**config.mk**
```make
export PLATFORM = sky130hd
export DESIGN_NAME = mult_seq_unit
export DESIGN_NICKNAME = d
export VERILOG_FILES = /design/src/rtl/mult_seq_unit.sv
export SDC_FILE = /design/constraint.sdc
export NUM_CORES = 1
export LEC_CHECK = 0
export CORE_UTILIZATION = 35
export CTS_CLUSTER_DIAMETER = 200
export CTS_CLUSTER_SIZE = 28
export DETAILED_ROUTE_END_ITERATION = 12
export HOLD_SLACK_MARGIN = 0.06
export PLACE_DENSITY_LB_ADDON = 0.1
export SKIP_CTS_REPAIR_TIMING = 1
export SYNTH_ARGS = -nofsm -noshare
export SYNTH_HDL_FRONTEND = slang
export SYNTH_SLANG_ARGS = --single-unit
```
**constraint.sdc**
```tcl
create_clock -name Clk -period 4.1 [get_ports Clk]
set_clock_uncertainty 0.05 [all_clocks]
set_input_delay 0.615 -clock Clk [delete_from_list [all_inputs] [get_ports Clk]]
set_output_delay 0.615 -clock Clk [all_outputs]
set_load 0.1 [all_outputs]
```
**src/rtl/mult_seq_unit.sv**
```systemverilog
// Sequential radix-2 shift-add WIDTHxWIDTH multiplier (MULT/MULTU) with Start/Busy/Done handshake.
// Optional early termination on an exhausted multiplier: define MULT_SEQ_EARLY_TERM_EN.
module mult_seq_unit #(
    parameter int WIDTH = 32
) (
    input  logic                       Clk,
    input  logic                       ResetN,
    input  logic                       Start,
    input  logic                       Signed,
    input  logic [WIDTH-1:0]           A,
    input  logic [WIDTH-1:0]           B,
    output logic                       Busy,
    output logic                       Done,
    output logic [WIDTH-1:0]           Hi,
    output logic [WIDTH-1:0]           Lo,
    output logic [2:0]                 Sel,
    output logic [$clog2(WIDTH)-1:0]   Count
);

    localparam int CW = $clog2(WIDTH);
    localparam logic [CW-1:0] CNT_LAST = CW'(WIDTH - 1);

    typedef enum logic [2:0] {
        S_IDLE  = 3'd0,
        S_LOAD  = 3'd1,
        S_ITER  = 3'd2,
        S_FIXUP = 3'd3,
        S_DONE  = 3'd4
    } state_t;

    state_t                 r_state;
    logic [WIDTH-1:0]       r_a;
    logic [WIDTH-1:0]       r_b;
    logic                   r_signed;
    logic                   r_neg;
    logic [WIDTH-1:0]       r_mcand;
    logic [WIDTH-1:0]       r_mplier;
    logic [WIDTH-1:0]       r_acc;

    logic [WIDTH-1:0]       w_addend;
    logic [WIDTH:0]         w_sum;
    logic [2*WIDTH-1:0]     w_prod;
    logic                   w_last;

    // Magnitude of a possibly signed operand; the most negative value maps onto itself,
    // which is its correct unsigned magnitude.
    function automatic logic [WIDTH-1:0] f_mag(input logic [WIDTH-1:0] v, input logic is_signed);
        logic signed [WIDTH-1:0] s;
        s = v;
        if (is_signed && s[WIDTH-1])
            return WIDTH'(-s);
        return v;
    endfunction

    function automatic logic [2*WIDTH-1:0] f_fix(input logic [2*WIDTH-1:0] p, input logic neg);
        logic [2*WIDTH-1:0] one;
        one = '0;
        one[0] = 1'b1;
        if (neg)
            return (~p) + one;
        return p;
    endfunction

    assign w_addend = r_mplier[0] ? r_mcand : '0;
    assign w_sum    = {1'b0, r_acc} + {1'b0, w_addend};
    assign w_prod   = {r_acc, r_mplier};
    assign w_last   = (Count == CNT_LAST);

`ifdef MULT_SEQ_EARLY_TERM_EN
    localparam logic [WIDTH-1:0] ALL_ONES = '1;
    logic [WIDTH-1:0]       w_mask;
    logic                   w_rem_zero;
    logic [CW:0]            w_shamt;
    logic [2*WIDTH-1:0]     w_early;

    // The low (WIDTH - Count) multiplier bits are the ones not yet consumed.
    assign w_mask     = ALL_ONES >> Count;
    assign w_rem_zero = ((r_mplier & w_mask) == '0);
    assign w_shamt    = (CW+1)'(WIDTH) - {1'b0, Count};
    assign w_early    = w_prod >> w_shamt;
`endif

    always_ff @(posedge Clk or negedge ResetN) begin
        if (!ResetN) begin
            r_state  <= S_IDLE;
            r_a      <= '0;
            r_b      <= '0;
            r_signed <= 1'b0;
            r_neg    <= 1'b0;
            r_mcand  <= '0;
            r_mplier <= '0;
            r_acc    <= '0;
            Busy     <= 1'b0;
            Done     <= 1'b0;
            Hi       <= '0;
            Lo       <= '0;
            Sel      <= 3'd0;
            Count    <= '0;
        end else begin
            case (r_state)
                S_IDLE: begin
                    if (Start) begin
                        r_a      <= A;
                        r_b      <= B;
                        r_signed <= Signed;
                        r_neg    <= Signed & (A[WIDTH-1] ^ B[WIDTH-1]);
                        Busy     <= 1'b1;
                        r_state  <= S_LOAD;
                        Sel      <= 3'd1;
                    end
                end
                S_LOAD: begin
                    r_mcand  <= f_mag(r_a, r_signed);
                    r_mplier <= f_mag(r_b, r_signed);
                    r_acc    <= '0;
                    Count    <= '0;
                    r_state  <= S_ITER;
                    Sel      <= 3'd2;
                end
                S_ITER: begin
`ifdef MULT_SEQ_EARLY_TERM_EN
                    if (w_rem_zero) begin
                        {r_acc, r_mplier} <= w_early;
                        r_state           <= S_FIXUP;
                        Sel               <= 3'd3;
                    end else
`endif
                    begin
                        // Conditional add into the upper half, then shift {carry, acc, mplier} right.
                        r_acc    <= w_sum[WIDTH:1];
                        r_mplier <= {w_sum[0], r_mplier[WIDTH-1:1]};
                        if (w_last) begin
                            r_state <= S_FIXUP;
                            Sel     <= 3'd3;
                        end else begin
                            Count <= Count + CW'(1);
                        end
                    end
                end
                S_FIXUP: begin
                    {Hi, Lo} <= f_fix(w_prod, r_neg);
                    Done     <= 1'b1;
                    r_state  <= S_DONE;
                    Sel      <= 3'd4;
                end
                S_DONE: begin
                    Done    <= 1'b0;
                    Busy    <= 1'b0;
                    r_state <= S_IDLE;
                    Sel     <= 3'd0;
                end
                default: begin
                    Done    <= 1'b0;
                    Busy    <= 1'b0;
                    r_state <= S_IDLE;
                    Sel     <= 3'd0;
                end
            endcase
        end
    end

endmodule

```
Yosys cells after proc, flatten, opt, wreduce, memory -nomap -nowiden
Index checks and enable logic that the tools add are counted.
{"block": "word_totals", "latchBits": 0, "mem_bits_ro": 0, "output_inout_bits": 74, "input_bits": 68, "mem_count": 0, "ram_bits": 0, "regBits": 236}
{"block": "classes", "div_mod_pow": 0, "n_lt_le_gt_ge": 0, "n_mul": 0, "n_shift": 0, "n_reduce_logical": 10, "n_addsub": 5, "bitwise": 4, "muxes": 23, "eq_ne": 7}
{"operator": "two-way mux 32 bit", "count": 5}
{"operator": "two-way mux 64 bit", "count": 2}
{"operator": "case mux 32 bit (2 select lines)", "count": 2}
{"operator": "adder 64 x 1 -> 64 bit (second input constant)", "count": 1}
{"operator": "negator 32 bit", "count": 2}
{"operator": "NOT 64 bit", "count": 1}
{"operator": "adder 32 x 32 -> 33 bit", "count": 1}
{"operator": "case mux 3 bit (4 select lines)", "count": 1}
{"operator": "case mux 5 bit (2 select lines)", "count": 1}
{"operator": "AND reduction 2 bit", "count": 4}
{"operator": "two-way mux 1 bit", "count": 7}
{"operator": "== test 3 x 2 -> 1 bit (second input constant)", "count": 2}
{"operator": "two-way mux 3 bit", "count": 2}
{"operator": "!= test 2 bit (second input constant)", "count": 3}
{"operator": "OR reduction 3 bit", "count": 2}
{"operator": "adder 5 x 1 -> 5 bit (second input constant)", "count": 1}
{"operator": "== test 5 bit (second input constant)", "count": 1}
{"operator": "two-way mux 5 bit", "count": 1}
{"operator": "case mux 1 bit (2 select lines)", "count": 2}
{"operator": "== test 3 x 1 -> 1 bit (second input constant)", "count": 1}
{"operator": "zero test 3 bit", "count": 1}
{"operator": "logical AND 1 bit", "count": 2}
{"operator": "nonzero test 2 bit", "count": 1}
{"operator": "bitwise AND 1 bit", "count": 1}
{"operator": "other kinds (2)", "count": 2}

Depth between registers and ports, before layout
Gate-level depths: netlist (run 1).
{"block": "depth", "word_depth": 5, "depth_mapped": 12}

Worst setup path before layout (run 1)
OpenSTA, ideal clock, no wires.
{"block": "synth_path", "path_kind": "reg2reg", "from": "register r_mplier[0]", "to": "register r_acc[26]", "arrival_time_ns": 2.750, "path_stages_with_launch": 13, "n_path_buf": 3, "t_required_ns": 3.981, "path_slack_ns": 1.230, "path_cell_list": "dfrtp_1 buf_2 clkbuf_1 and2_1 ha_1 clkbuf_1 and3_1 o2111ai_1 o21ba_2 a2111oi_0 o31a_1 or4_1 nand3_1"}
{"block": "synth_via", "elab_chain_cells": 3}
{"item": "start: declaration", "line_no": "37", "source": "logic [WIDTH-1:0] r_mplier;"}
{"item": "start signal: assignment", "line_no": "114", "source": "r_mplier <= f_mag(r_b, r_signed);"}
{"item": "start signal: assignment", "line_no": "131", "source": "r_mplier <= {w_sum[0], r_mplier[WIDTH-1:1]};"}
{"item": "two-way mux 32 bit", "line_no": "64", "source": "assign w_addend = r_mplier[0] ? r_mcand : '0;"}
{"item": "adder 32 x 32 -> 33 bit", "line_no": "65", "source": "assign w_sum = {1'b0, r_acc} + {1'b0, w_addend};"}
{"item": "case mux 32 bit (2 select lines)", "line_no": "100", "source": "case (r_state)"}
{"item": "end signal: assignment", "line_no": "130", "source": "r_acc <= w_sum[WIDTH:1];"}
{"item": "end: declaration", "line_no": "38", "source": "logic [WIDTH-1:0] r_acc;"}
Every way passes these cells.
A chain may end at the register's enable or synchronous reset.

Worst setup path in the final report (run 1)
{"block": "layout_path", "from": "register r_mplier[0]", "to": "register r_acc[22]"}
Same word-level chain as after synthesis.

==> metrics.md, run 1 <==
| Metric | Value |
|---|---|
| Hold violation count in the final report | 0 |
| DR DRC count | 0 |
| Launching element type of the critical path | register |
| Die extent in y | 200 um |
| Top Ports | 142 |
| Critical path data arrival time | approximately 3.9 ns |
| Number of CTS-inserted buffers | 12 |
| Leak Pwr | ~6.6 nW |
| Capturing point of the worst reg2reg path | r_acc[22] |
| Setup Total Neg Slack | 0 ns |
| Final-layout fill cell count | 3895 |
| Instance area at placement | roughly 0.016 mm2 |
| Site row count | ~70 |
| Antenna violations before repair | 0 |
| Post-layout nets | ~1700 |
| Summed area of non-filler cells in the final layout | roughly 0.016 mm2 |
| Share of async-settable or async-resettable flops after synthesis | 100% |
| PnR worst setup slack | 0.528 ns |
| CTS tree | built |
| Launching instance or port of the critical path | r_mplier[0] |
| Clock transition at the registers of the reported paths | between 0.1 and 0.15 ns |
| Root buf cell | sky130_fd_sc_hd__clkbuf_16 |
| Core ar. | just under 0.04 mm2 |
| Number of standard cells in the final layout excluding fillers | roughly 2100 |
| Number of H-tree levels | 1 |
| Ant diodes | 0 |
| Fraction of layout instances using a drive strength above 1 | about 7.8% |
| Worst setup path class | reg2reg |
| Overall overflow remaining after global route | 0 |
| Number of iterations in the first detailed-routing pass | 6 |
| Number of instances in the synthesized netlist | approximately 1500 |
| Fin. max-slew vios | 0 |
| Syn nets | roughly 1600 |
| Mean Syn Cell Area | 9.21 um2 |
| Fmax | roughly 280 MHz |
| Status | finished, final reports clean |
| Syn Std Cell Area | roughly 0.014 mm2 |
| Number of enable flip-flop cells after synthesis | 0 |
| GRT Resource Usage Total | 19.2% |
| Source-to-sink clock delay at the later pin of the worst-skew pair | ~0.52 ns |
| Unrepaired setup endpoints after global routing | false |
| Routed via count | approximately 11000 |
| Starting density of the core | a little over a third |
| Maximum number of pins on one net before global-route repair | between 100 and 150 |
| Yosys warnings | 0 |
| HPWL Detailed | 29500 um |
| Total power of the final layout | between 10 and 15 mW |
| Number of sinks on the clock net | about 240 |
| Maximum number of buffers from clock root to sink | 3 |
| FF+latch count, synth | around 240 |
| DR iter-0 viols | a little over 700 |
| Worst hold path class | in2async |
| Antenna Nets Post-Route | 0 |
| Post-layout minimum cycle time | 3.57 ns |
| Sequential cell area fraction in the yosys report | about 43% |
| Number of input and output port buffers inserted | roughly 140 |
| Total placed cells including tap cells | approximately 2100 |
| Routed length per instance | approximately 18 um |
| Final number of setup-violating endpoints | 0 |
| Kind of end point of the critical path | register |
| Data required time of the worst path | between 4 and 5 ns |
| Peak VDD IR | 405 uV |
| Worst slew pin tran | 1.00 ns |
| Count of cell types in the netlist | 71 |
| Final Wtd Congestion | between 0.8 and 0.9 |
| Global-route wire length before repair | a little over 60000 um |
| Main synth FF type | sky130_fd_sc_hd__dfrtp_1 |
| Power per Cell Area | 860 mW/mm2 |
| Worst slack at placement | 0.530 ns |
| Startpoint of the most critical register-to-register path | r_mplier[0] |
| Depth of the worst register-to-register path | 11 |
| Vias per cell | 5.27 |
| Critical Path Fanout Max | 32 |
| Setup slack of the most critical reg-to-reg path | 0.53 ns |
| Synthesis-to-layout area growth | 16.9% |
| Final wirelength | 38700 um |
| Die extent in x | roughly 200 um |
| Number of max-cap violations | 0 |
| Final period util | 87.1% |
| Total die area | around 0.04 mm2 |
| Vias in the first global route | around 11000 |
| Endpoint of the worst setup timing path | r_acc[22] |
| Slew HR | approximately 33% |
## where the power goes
part | total, mW | internal (mW) | switching (mW)
sequential | 4.70 | 3.35 | 1.35
combinational | 7.72 | 2.63 | 5.09
clock | 1.38 | 0.556 | 0.822
total | 13.8 | 6.53 | 7.27
## stage by stage
step	utilization (%)	hold WS [ns]
floorplan	-	0.269
global placement	40.7	0.406
detailed placement	40.7	0.420
CTS	41.5	0.126
global route	41.5	0.147
finish	41.5	0.0740
## state kept, by name, indices dropped and copies added, names as in the netlist, 5 cells and up
register and cells:
r_mcand 32, r_mplier 32, r_b 32, r_acc 32
r_a 32, Lo 32, Hi 32, Count 5
## worst max-delay path: stages, from the launching register on
cell,delay [ns]
sky130_fd_sc_hd__dfrtp_1,0.84
sky130_fd_sc_hd__nand2_1,0.21
sky130_fd_sc_hd__inv_1,0.10
sky130_fd_sc_hd__ha_1,0.24
sky130_fd_sc_hd__a211oi_1,0.24
sky130_fd_sc_hd__o21ai_0,0.19
sky130_fd_sc_hd__o21ba_2,0.26
sky130_fd_sc_hd__a2111oi_0,0.60
sky130_fd_sc_hd__buf_4,0.22
sky130_fd_sc_hd__o31a_1,0.24
sky130_fd_sc_hd__xnor2_1,0.14
sky130_fd_sc_hd__o21ai_0,0.08
## routing by layer
metal  vias to the layer above  GRT usage [%]  routed length, um
met5                         -              0                  0
met4                         0           2.72                433
met3                        18           1.71               1410
met2                       212           27.1              15800
met1                      5338           31.7              21100
li1                       5514              -                  -
## area by class of cell
| cell class | count | area (um2) | area share [%] |
|---|---|---|---|
| Tap cell | 518 | 648 | 4.04 |
| Clock buffer | 13 | 304 | 1.89 |
| Inverter | 26 | 97.6 | 0.608 |
| Timing Repair Buffer | 164 | 1630 | 10.1 |
| Multi-Input combinational cell | 1145 | 7430 | 46.3 |
| Sequential cell | 236 | 5910 | 36.8 |
| Clock inverter | 2 | 32.5 | 0.203 |
## kinds of logic (layout without fill, tap and decap cells)
family / after synthesis / count (layout) / share of synthesized area (%)
simple gates: 473 / 473 / 16.8
compound gates: 429 / 429 / 19.4
flops: 236 / 236 / 43.0
xor+xnor: 137 / 137 / 8.74
buf+inv: 111 / 205 / 3.04
mux: 68 / 68 / 5.47
fa+ha+maj: 38 / 38 / 3.52
## cell usage after synthesis (13+ instances only)
library cell | count | share of area (%)
sky130_fd_sc_hd__nor3_1 | 24 | 0.87
sky130_fd_sc_hd__mux2_2 | 56 | 4.6
sky130_fd_sc_hd__clkbuf_1 | 76 | 2.1
sky130_fd_sc_hd__dfrtp_1 | 236 | 43
sky130_fd_sc_hd__a22oi_1 | 25 | 1.4
sky130_fd_sc_hd__xor2_1 | 85 | 5.4
sky130_fd_sc_hd__a21oi_1 | 73 | 2.7
sky130_fd_sc_hd__nor2_1 | 77 | 2.1
sky130_fd_sc_hd__o31ai_1 | 24 | 1.3
sky130_fd_sc_hd__or3_1 | 15 | 0.68
sky130_fd_sc_hd__a31oi_1 | 15 | 0.68
sky130_fd_sc_hd__ha_1 | 37 | 3.4
sky130_fd_sc_hd__and2_1 | 37 | 1.7
sky130_fd_sc_hd__xnor2_1 | 52 | 3.3
sky130_fd_sc_hd__nor4_1 | 13 | 0.59
sky130_fd_sc_hd__nand2_1 | 213 | 5.8
sky130_fd_sc_hd__o21ai_0 | 184 | 6.7
sky130_fd_sc_hd__nand3_1 | 18 | 0.66
sky130_fd_sc_hd__inv_1 | 26 | 0.71
sky130_fd_sc_hd__a21o_1 | 15 | 0.82
## cell usage in the layout, fill, tap and decap left out, types with 15 or more instances in the layout
| master | instances |
|---|---|
| sky130_fd_sc_hd__a21o_1 | 15 |
| sky130_fd_sc_hd__a21oi_1 | 73 |
| sky130_fd_sc_hd__a22oi_1 | 25 |
| sky130_fd_sc_hd__a31oi_1 | 15 |
| sky130_fd_sc_hd__and2_1 | 37 |
| sky130_fd_sc_hd__buf_4 | 20 |
| sky130_fd_sc_hd__clkdlybuf4s50_1 | 140 |
| sky130_fd_sc_hd__dfrtp_1 | 235 |
| sky130_fd_sc_hd__ha_1 | 37 |
| sky130_fd_sc_hd__inv_1 | 26 |
| sky130_fd_sc_hd__mux2_2 | 56 |
| sky130_fd_sc_hd__nand2_1 | 212 |
| sky130_fd_sc_hd__nand3_1 | 18 |
| sky130_fd_sc_hd__nor2_1 | 76 |
| sky130_fd_sc_hd__nor3_1 | 23 |
| sky130_fd_sc_hd__o21ai_0 | 184 |
| sky130_fd_sc_hd__o31ai_1 | 24 |
| sky130_fd_sc_hd__xnor2_1 | 52 |
| sky130_fd_sc_hd__xor2_1 | 85 |
## worst min-delay path by stage
stage | start | to | slack, ns
after floorplan | ResetN | Busy | 0.27
after global placement | r_mcand[22] | r_mcand[22] | 0.41
after detailed placement | r_mcand[23] | r_mcand[23] | 0.42
after CTS | ResetN | r_mplier[17] | 0.13
after global routing | ResetN | Lo[4] | 0.15
final | ResetN | Lo[4] | 0.07
Note: power is estimated with default switching activity, not from simulation.
==> run 2: changes to the inputs <==
--- a/config.mk
+++ b/config.mk
@@ -5,6 +5,7 @@
 export SDC_FILE = /design/constraint.sdc
 export NUM_CORES = 1
 export LEC_CHECK = 0
+export CORE_MARGIN = 5
 export CORE_UTILIZATION = 35
 export CTS_CLUSTER_DIAMETER = 200
 export CTS_CLUSTER_SIZE = 28
==> constraint.sdc (replaced) <==
create_clock -name Clk -period 3.6 [get_ports Clk]
set_clock_uncertainty 0.05 [all_clocks]
set_input_delay 0.54 -clock Clk [delete_from_list [all_inputs] [get_ports Clk]]
set_output_delay 0.54 -clock Clk [all_outputs]
set_load 0.1 [all_outputs]
==> metrics.md, run 2 (synthesis gave the netlist of run 1 again) <==
| Metric | Value |
|---|---|
| Number of CTS-inserted buffers | 12 |
| Post-layout minimum cycle time | between 3 and 4 ns |
| Fin Hold WS | between 0.4 and 0.5 ns |
| Peak VDD IR | slightly below 400 uV |
| Antenna Nets Post-Route | 0 |
| Worst slew pin tran | 1.01 ns |
| Core ar. | ~0.039 mm2 |
| Worst setup path class | reg2reg |
| Proportion of power drawn by the clock network | 10.0% |
| Die extent in x | 208 um |
| Unrepaired setup endpoints after global routing | false |
| DR DRC count | 0 |
| Total placed cells including tap cells | about 2100 |
| Number of sinks on the clock net | 236 |
| Startpoint of the most critical register-to-register path | r_mplier[0] |
| Worst hold path class | reg2reg |
| Global-route wire length before repair | around 65000 um |
| Kind of end point of the critical path | register |
| Source-to-sink clock delay at the later pin of the worst-skew pair | about 0.5 ns |
| Final period util | about nine tenths |
| Fraction of met1 tracks used by global routing | 30.0% |
| Slew HR | 32.4% |
| Depth of the worst register-to-register path | 11 |
| GRT Resource Usage Total | a little under a fifth |
| Vias per cell | 5.28 |
| Number of input and output port buffers inserted | 141 |
| Sw Ratio | around 52% |
| Total power of the final layout | ~16 mW |
| Setup slack of the most critical reg-to-reg path | about 0.38 ns |
| Fmax | just over 300 MHz |
| HPWL Detailed | 30500 um |
| Leak Pwr | about 7 nW |
| Final number of setup-violating endpoints | 0 |
| Most common cell after layout, fill and taps aside | sky130_fd_sc_hd__dfrtp_1 |
| Most Used Layer, Global Route | met1 |
| Routed via count | around 11000 |
| Synthesis-to-layout area growth | 18.6% |
| Flop pwr share | 32.7% |
| Number of standard cells in the final layout excluding fillers | about 2100 |
| Endpoint of the worst setup timing path | r_acc[30] |
| Met2 Use GR | approximately a quarter |
| Starting density of the core | between 30% and 40% |
| Overall overflow remaining after global route | 0 |
| Cell internal power dissipation | between 7 and 8 mW |
| Critical Path Fanout Max | 36 |
| Post-layout nets | 1718 |
| Critical path data arrival time | approximately 3.6 ns |
| Antenna violations before repair | 0 |
| Status | finished, final reports clean |
| Fin. max-slew vios | 0 |
| GR Util met3 | roughly 2.5% |
| Die extent in y | ~210 um |
| Fraction of layout instances using a drive strength above 1 | 9.55% |
| Hold violation count in the final report | 0 |
| Final Wtd Congestion | 0.889 |
| Capturing point of the worst reg2reg path | r_acc[30] |
| Setup Total Neg Slack | 0 ns |
| Final wirelength | 40200 um |
| Share of power burned in combinational logic | about 57% |
| Maximum number of buffers from clock root to sink | 3 |
| Commonest cells after routing, fill and taps aside | sky130_fd_sc_hd__dfrtp_1, sky130_fd_sc_hd__nand2_1, sky130_fd_sc_hd__o21ai_0 |
| Final-layout fill cell count | about 4000 |
| Maximum number of pins on one net before global-route repair | 130 |
| Routed length per instance | between 15 and 20 um |
| Power per Cell Area | slightly below 1000 mW/mm2 |
| Instance area at placement | between 0.015 and 0.02 mm2 |
| Number of max-cap violations | 0 |
| Core Util, Final | between 40% and 50% |
| Root buf cell | sky130_fd_sc_hd__clkbuf_16 |
| Number of iterations in the first detailed-routing pass | 5 |
| Data required time of the worst path | about 4.0 ns |
| Site row count | 72 |
| Power spent charging and discharging nets | 8.36 mW |
| Summed area of non-filler cells in the final layout | 0.0163 mm2 |
| Worst slack at placement | around 0.47 ns |
| Vias in the first global route | 11000 |
| CTS tree | built |
| Ant diodes | 0 |
| Number of H-tree levels | 1 |
| Launching element type of the critical path | register |
| Total die area | roughly 0.043 mm2 |
| DR iter-0 viols | between 500 and 600 |
| PnR worst setup slack | 0.376 ns |
| Top Ports | approximately 140 |
| Launching instance or port of the critical path | r_mplier[0] |
| Clock transition at the registers of the reported paths | ~0.12 ns |
## run 2: cell types whose count changed in the layout (fill, tap and decap cells not counted), sizes merged
cell           before  now
clkbuf             13   14
buf                24   54
clkinv              1    0
clkdlybuf4s50     140  136
dlygate4sd3         0    1
## run 2: layout make-up
| cell class | count | area (um2) | share of cell area (%) |
|---|---|---|---|
| well taps | 518 | 648 | 3.98 |
| repair buffers | 191 | 1860 | 11.4 |
| flip-flops and latches | 236 | 5910 | 36.3 |
| clock buffers | 14 | 329 | 2.02 |
| inverters | 26 | 97.6 | 0.599 |
| clock inverters | 1 | 16.3 | 0.0998 |
| multi-input cells | 1145 | 7430 | 45.6 |
## run 2: worst min path at each step
| stage | start | end | slack [ns] | cells after the start |
|---|---|---|---|---|
| CTS | ResetN | r_a[13] | 0.04 | 1 |
| detailed placement | r_mcand[6] | r_mcand[6] | 0.42 | 2 |
| global placement | Lo[25] | Lo[25] | 0.41 | 2 |
| finish | r_mcand[6] | r_mcand[6] | 0.44 | 2 |
| floorplan | ResetN | Busy | 0.19 | 0 |
| global route | Hi[11] | Hi[11] | 0.47 | 2 |
## run 2: routing by layer
layer | share of wire, % | up-vias | wire (um)
met2 | 40 | 223 | 16200
met5 | 0 | - | 0
met4 | 1.4 | 0 | 567
met3 | 4.1 | 29 | 1660
met1 | 54 | 5448 | 21800
li1 | - | 5549 | -
## run 2: power by group through the flow
stage               combinational (mW)  sequential (mW)  clock (mW)
floorplan                         4.54             7.11           0
global placement                  9.09             5.24           0
detailed placement                9.18             5.27           0
CTS                               9.21             5.20        1.66
global route                      9.96             5.41        1.75
finish                            9.14             5.21        1.59
## run 2: worst max-delay path: stages, from the launching register on
cell and delay [ns]:
sky130_fd_sc_hd__dfrtp_1 0.42, sky130_fd_sc_hd__buf_12 0.17, sky130_fd_sc_hd__and2_1 0.15, sky130_fd_sc_hd__ha_1 0.34
sky130_fd_sc_hd__a21oi_1 0.25, sky130_fd_sc_hd__o21ai_0 0.11, sky130_fd_sc_hd__a221o_1 0.34, sky130_fd_sc_hd__a2111oi_0 0.58
sky130_fd_sc_hd__buf_4 0.21, sky130_fd_sc_hd__o31a_1 0.22, sky130_fd_sc_hd__nand4b_1 0.11, sky130_fd_sc_hd__and3_1 0.16
==> run 3: changes to the inputs <==
--- a/config.mk
+++ b/config.mk
@@ -5,13 +5,15 @@
 export SDC_FILE = /design/constraint.sdc
 export NUM_CORES = 1
 export LEC_CHECK = 0
+export CAP_MARGIN = 20
 export CORE_MARGIN = 5
 export CORE_UTILIZATION = 35
-export CTS_CLUSTER_DIAMETER = 200
+export CTS_CLUSTER_DIAMETER = 30
 export CTS_CLUSTER_SIZE = 28
 export DETAILED_ROUTE_END_ITERATION = 12
 export HOLD_SLACK_MARGIN = 0.06
 export PLACE_DENSITY_LB_ADDON = 0.1
+export SETUP_SLACK_MARGIN = 0.02
 export SKIP_CTS_REPAIR_TIMING = 1
 export SYNTH_ARGS = -nofsm -noshare
 export SYNTH_HDL_FRONTEND = slang
==> metrics.md, run 3 (synthesis gave the netlist of run 1 again) <==
| Metric | Value |
|---|---|
| Status | finished, final reports clean |
| Slew HR | between 30% and 40% |
| Commonest cells after routing, fill and taps aside | sky130_fd_sc_hd__dfrtp_1, sky130_fd_sc_hd__nand2_1, sky130_fd_sc_hd__o21ai_0 |
| Core ar. | 0.0387 mm2 |
| Number of H-tree levels | 3 |
| Power per Cell Area | ~1100 mW/mm2 |
| Instance area at placement | ~0.016 mm2 |
| Share of power burned in combinational logic | 44.4% |
| Kind of end point of the critical path | register |
| Number of CTS-inserted buffers | 70 |
| CTS tree | built |
| Final number of setup-violating endpoints | 0 |
| Post-layout nets | 1776 |
| Critical Path Fanout Max | 36 |
| Cell at the slowest stage of the critical path | sky130_fd_sc_hd__a2111oi_0 |
| Fraction of layout instances using a drive strength above 1 | 15.0% |
| Fin. max-slew vios | 0 |
| Worst path max stage delay | around 0.61 ns |
| Peak VDD IR | 426 uV |
| Fmax | 310 MHz |
| Total die area | 0.0433 mm2 |
| Combined buffer and inverter count along the critical path | 2 |
| Critical path data arrival time | 3.57 ns |
| Ant diodes | 0 |
| Crit path max-delay family | compound AO/OA/AOI/OAI gates |
| Sw Ratio | between 40 and 50% |
| Clock transition at the registers of the reported paths | around 0.040 ns |
| Final period util | around nine tenths |
| Power spent charging and discharging nets | roughly 9.2 mW |
| Wire length the detailed router placed on met1 | 21700 um |
| Total power of the final layout | 20.6 mW |
| Series of cell instances along the critical path | buf_12 -> and2_1 -> ha_1 -> a21oi_1 -> o21ai_0 -> a221o_1 -> a2111oi_0 -> buf_4 -> o31a_1 -> xnor2_1 -> o21ai_0 |
| Hold violation count in the final report | 0 |
| Number of iterations in the first detailed-routing pass | 5 |
| Source-to-sink clock delay at the later pin of the worst-skew pair | between 0.5 and 0.6 ns |
| Number of standard cells in the final layout excluding fillers | around 2200 |
| Maximum number of buffers from clock root to sink | 3 |
| GRT Resource Usage Total | between 10% and 20% |
| Number of max-cap violations | 0 |
| Starting density of the core | a little over a third |
| Maximum number of pins on one net before global-route repair | 130 |
| Synthesis-to-layout area growth | 33.7% |
| DR iter-0 viols | 590 |
| Vias in the first global route | 11700 |
| Die extent in x | approximately 210 um |
| Flop pwr share | 25.5% |
| Antenna Nets Post-Route | 0 |
| Routed length per instance | about 18 um |
| Met2 Wirelength | approximately 17000 um |
| HPWL Detailed | just over 30000 um |
| Setup Total Neg Slack | 0 ns |
| Cell internal power dissipation | ~11 mW |
| Site row count | 72 |
| Die extent in y | 208 um |
| Worst setup path class | reg2reg |
| Global-route wire length before repair | about 67000 um |
| Proportion of power drawn by the clock network | ~30% |
| Summed area of non-filler cells in the final layout | between 0.015 and 0.02 mm2 |
| DR DRC count | 0 |
| Top Ports | roughly 140 |
| Final wirelength | approximately 40000 um |
| Final Wtd Congestion | approximately 0.89 |
| Post-layout minimum cycle time | ~3.2 ns |
| Antenna violations before repair | 0 |
| Root buf cell | sky130_fd_sc_hd__clkbuf_16 |
| Routed length on met3 | roughly 2300 um |
| Overall overflow remaining after global route | 0 |
| Launching element type of the critical path | register |
| Most common cell after layout, fill and taps aside | sky130_fd_sc_hd__dfrtp_1 |
| Worst hold path class | reg2reg |
| Cell depth of the worst setup path | 11 |
| Number of input and output port buffers inserted | roughly 140 |
| Number of sinks on the clock net | 236 |
| Highest metal used | met4 |
| Worst slew pin tran | 1.01 ns |
| Final-layout fill cell count | around 3700 |
| Depth of the worst register-to-register path | 11 |
| Unrepaired setup endpoints after global routing | false |
| Data required time of the worst path | between 3 and 4 ns |
| Vias per cell | ~5.2 |
| Leak Pwr | 7.81 nW |
| Fin Hold WS | roughly 0.42 ns |
| Most frequent CP cell | sky130_fd_sc_hd__o21ai_0 |
| Total placed cells including tap cells | approximately 2100 |
| Hold path cells | 2 |
| Routed via count | around 12000 |
run 3: worst paths after layout:
check / slack, ns / from / end
max: 0.38 / r_mplier[0] / r_acc[22]
min: 0.42 / r_mcand[6] / r_mcand[6]
max reg2reg: 0.38 / r_mplier[0] / r_acc[22]
min reg2reg: 0.42 / r_mcand[6] / r_mcand[6]
max in group asynchronous: 2.07 / ResetN / r_mplier[25]
min in group asynchronous: 0.56 / ResetN / r_a[9]
run 3: per-stage QoR:
| stage | utilization [%] | setup WS (ns) |
|---|---|---|
| after floorplan | - | 0.730 |
| after global placement | 41.1 | 0.423 |
| after detailed placement | 41.1 | 0.466 |
| after CTS | 47.4 | 0.438 |
| after global routing | 47.4 | 0.147 |
| final | 47.4 | 0.379 |
run 3: per-layer routing:
layer  up-vias  GRT usage (%)
met5         -              0
met4         0           5.57
met3        49           4.11
met2       303           25.6
met1      5567           30.0
li1       5739              -
run 3: power groups by stage:
stage	clock network (mW)	logic, mW	registers, mW
detailed placement	0	9.18	5.27
floorplan	0	4.54	7.11
global placement	0	9.09	5.24
global route	6.50	9.96	5.44
finish	6.20	9.15	5.24
CTS	6.33	9.22	5.24
run 3: final cells by class:
| class | instances | area (um2) | share of cell area, % |
|---|---|---|---|
| clock buffers | 90 | 1990 | 10.8 |
| clock inverters | 36 | 429 | 2.34 |
| inverters | 26 | 97.6 | 0.531 |
| multi-input cells | 1145 | 7430 | 40.5 |
| flip-flops and latches | 236 | 5910 | 32.2 |
| well taps | 518 | 648 | 3.53 |
| repair buffers | 191 | 1860 | 10.1 |
run 3: worst min-delay path, stage by stage (launching register included):
cell                      delay [ns]
sky130_fd_sc_hd__dfrtp_1        0.33
sky130_fd_sc_hd__nand2_1        0.05
sky130_fd_sc_hd__o21ai_0        0.06
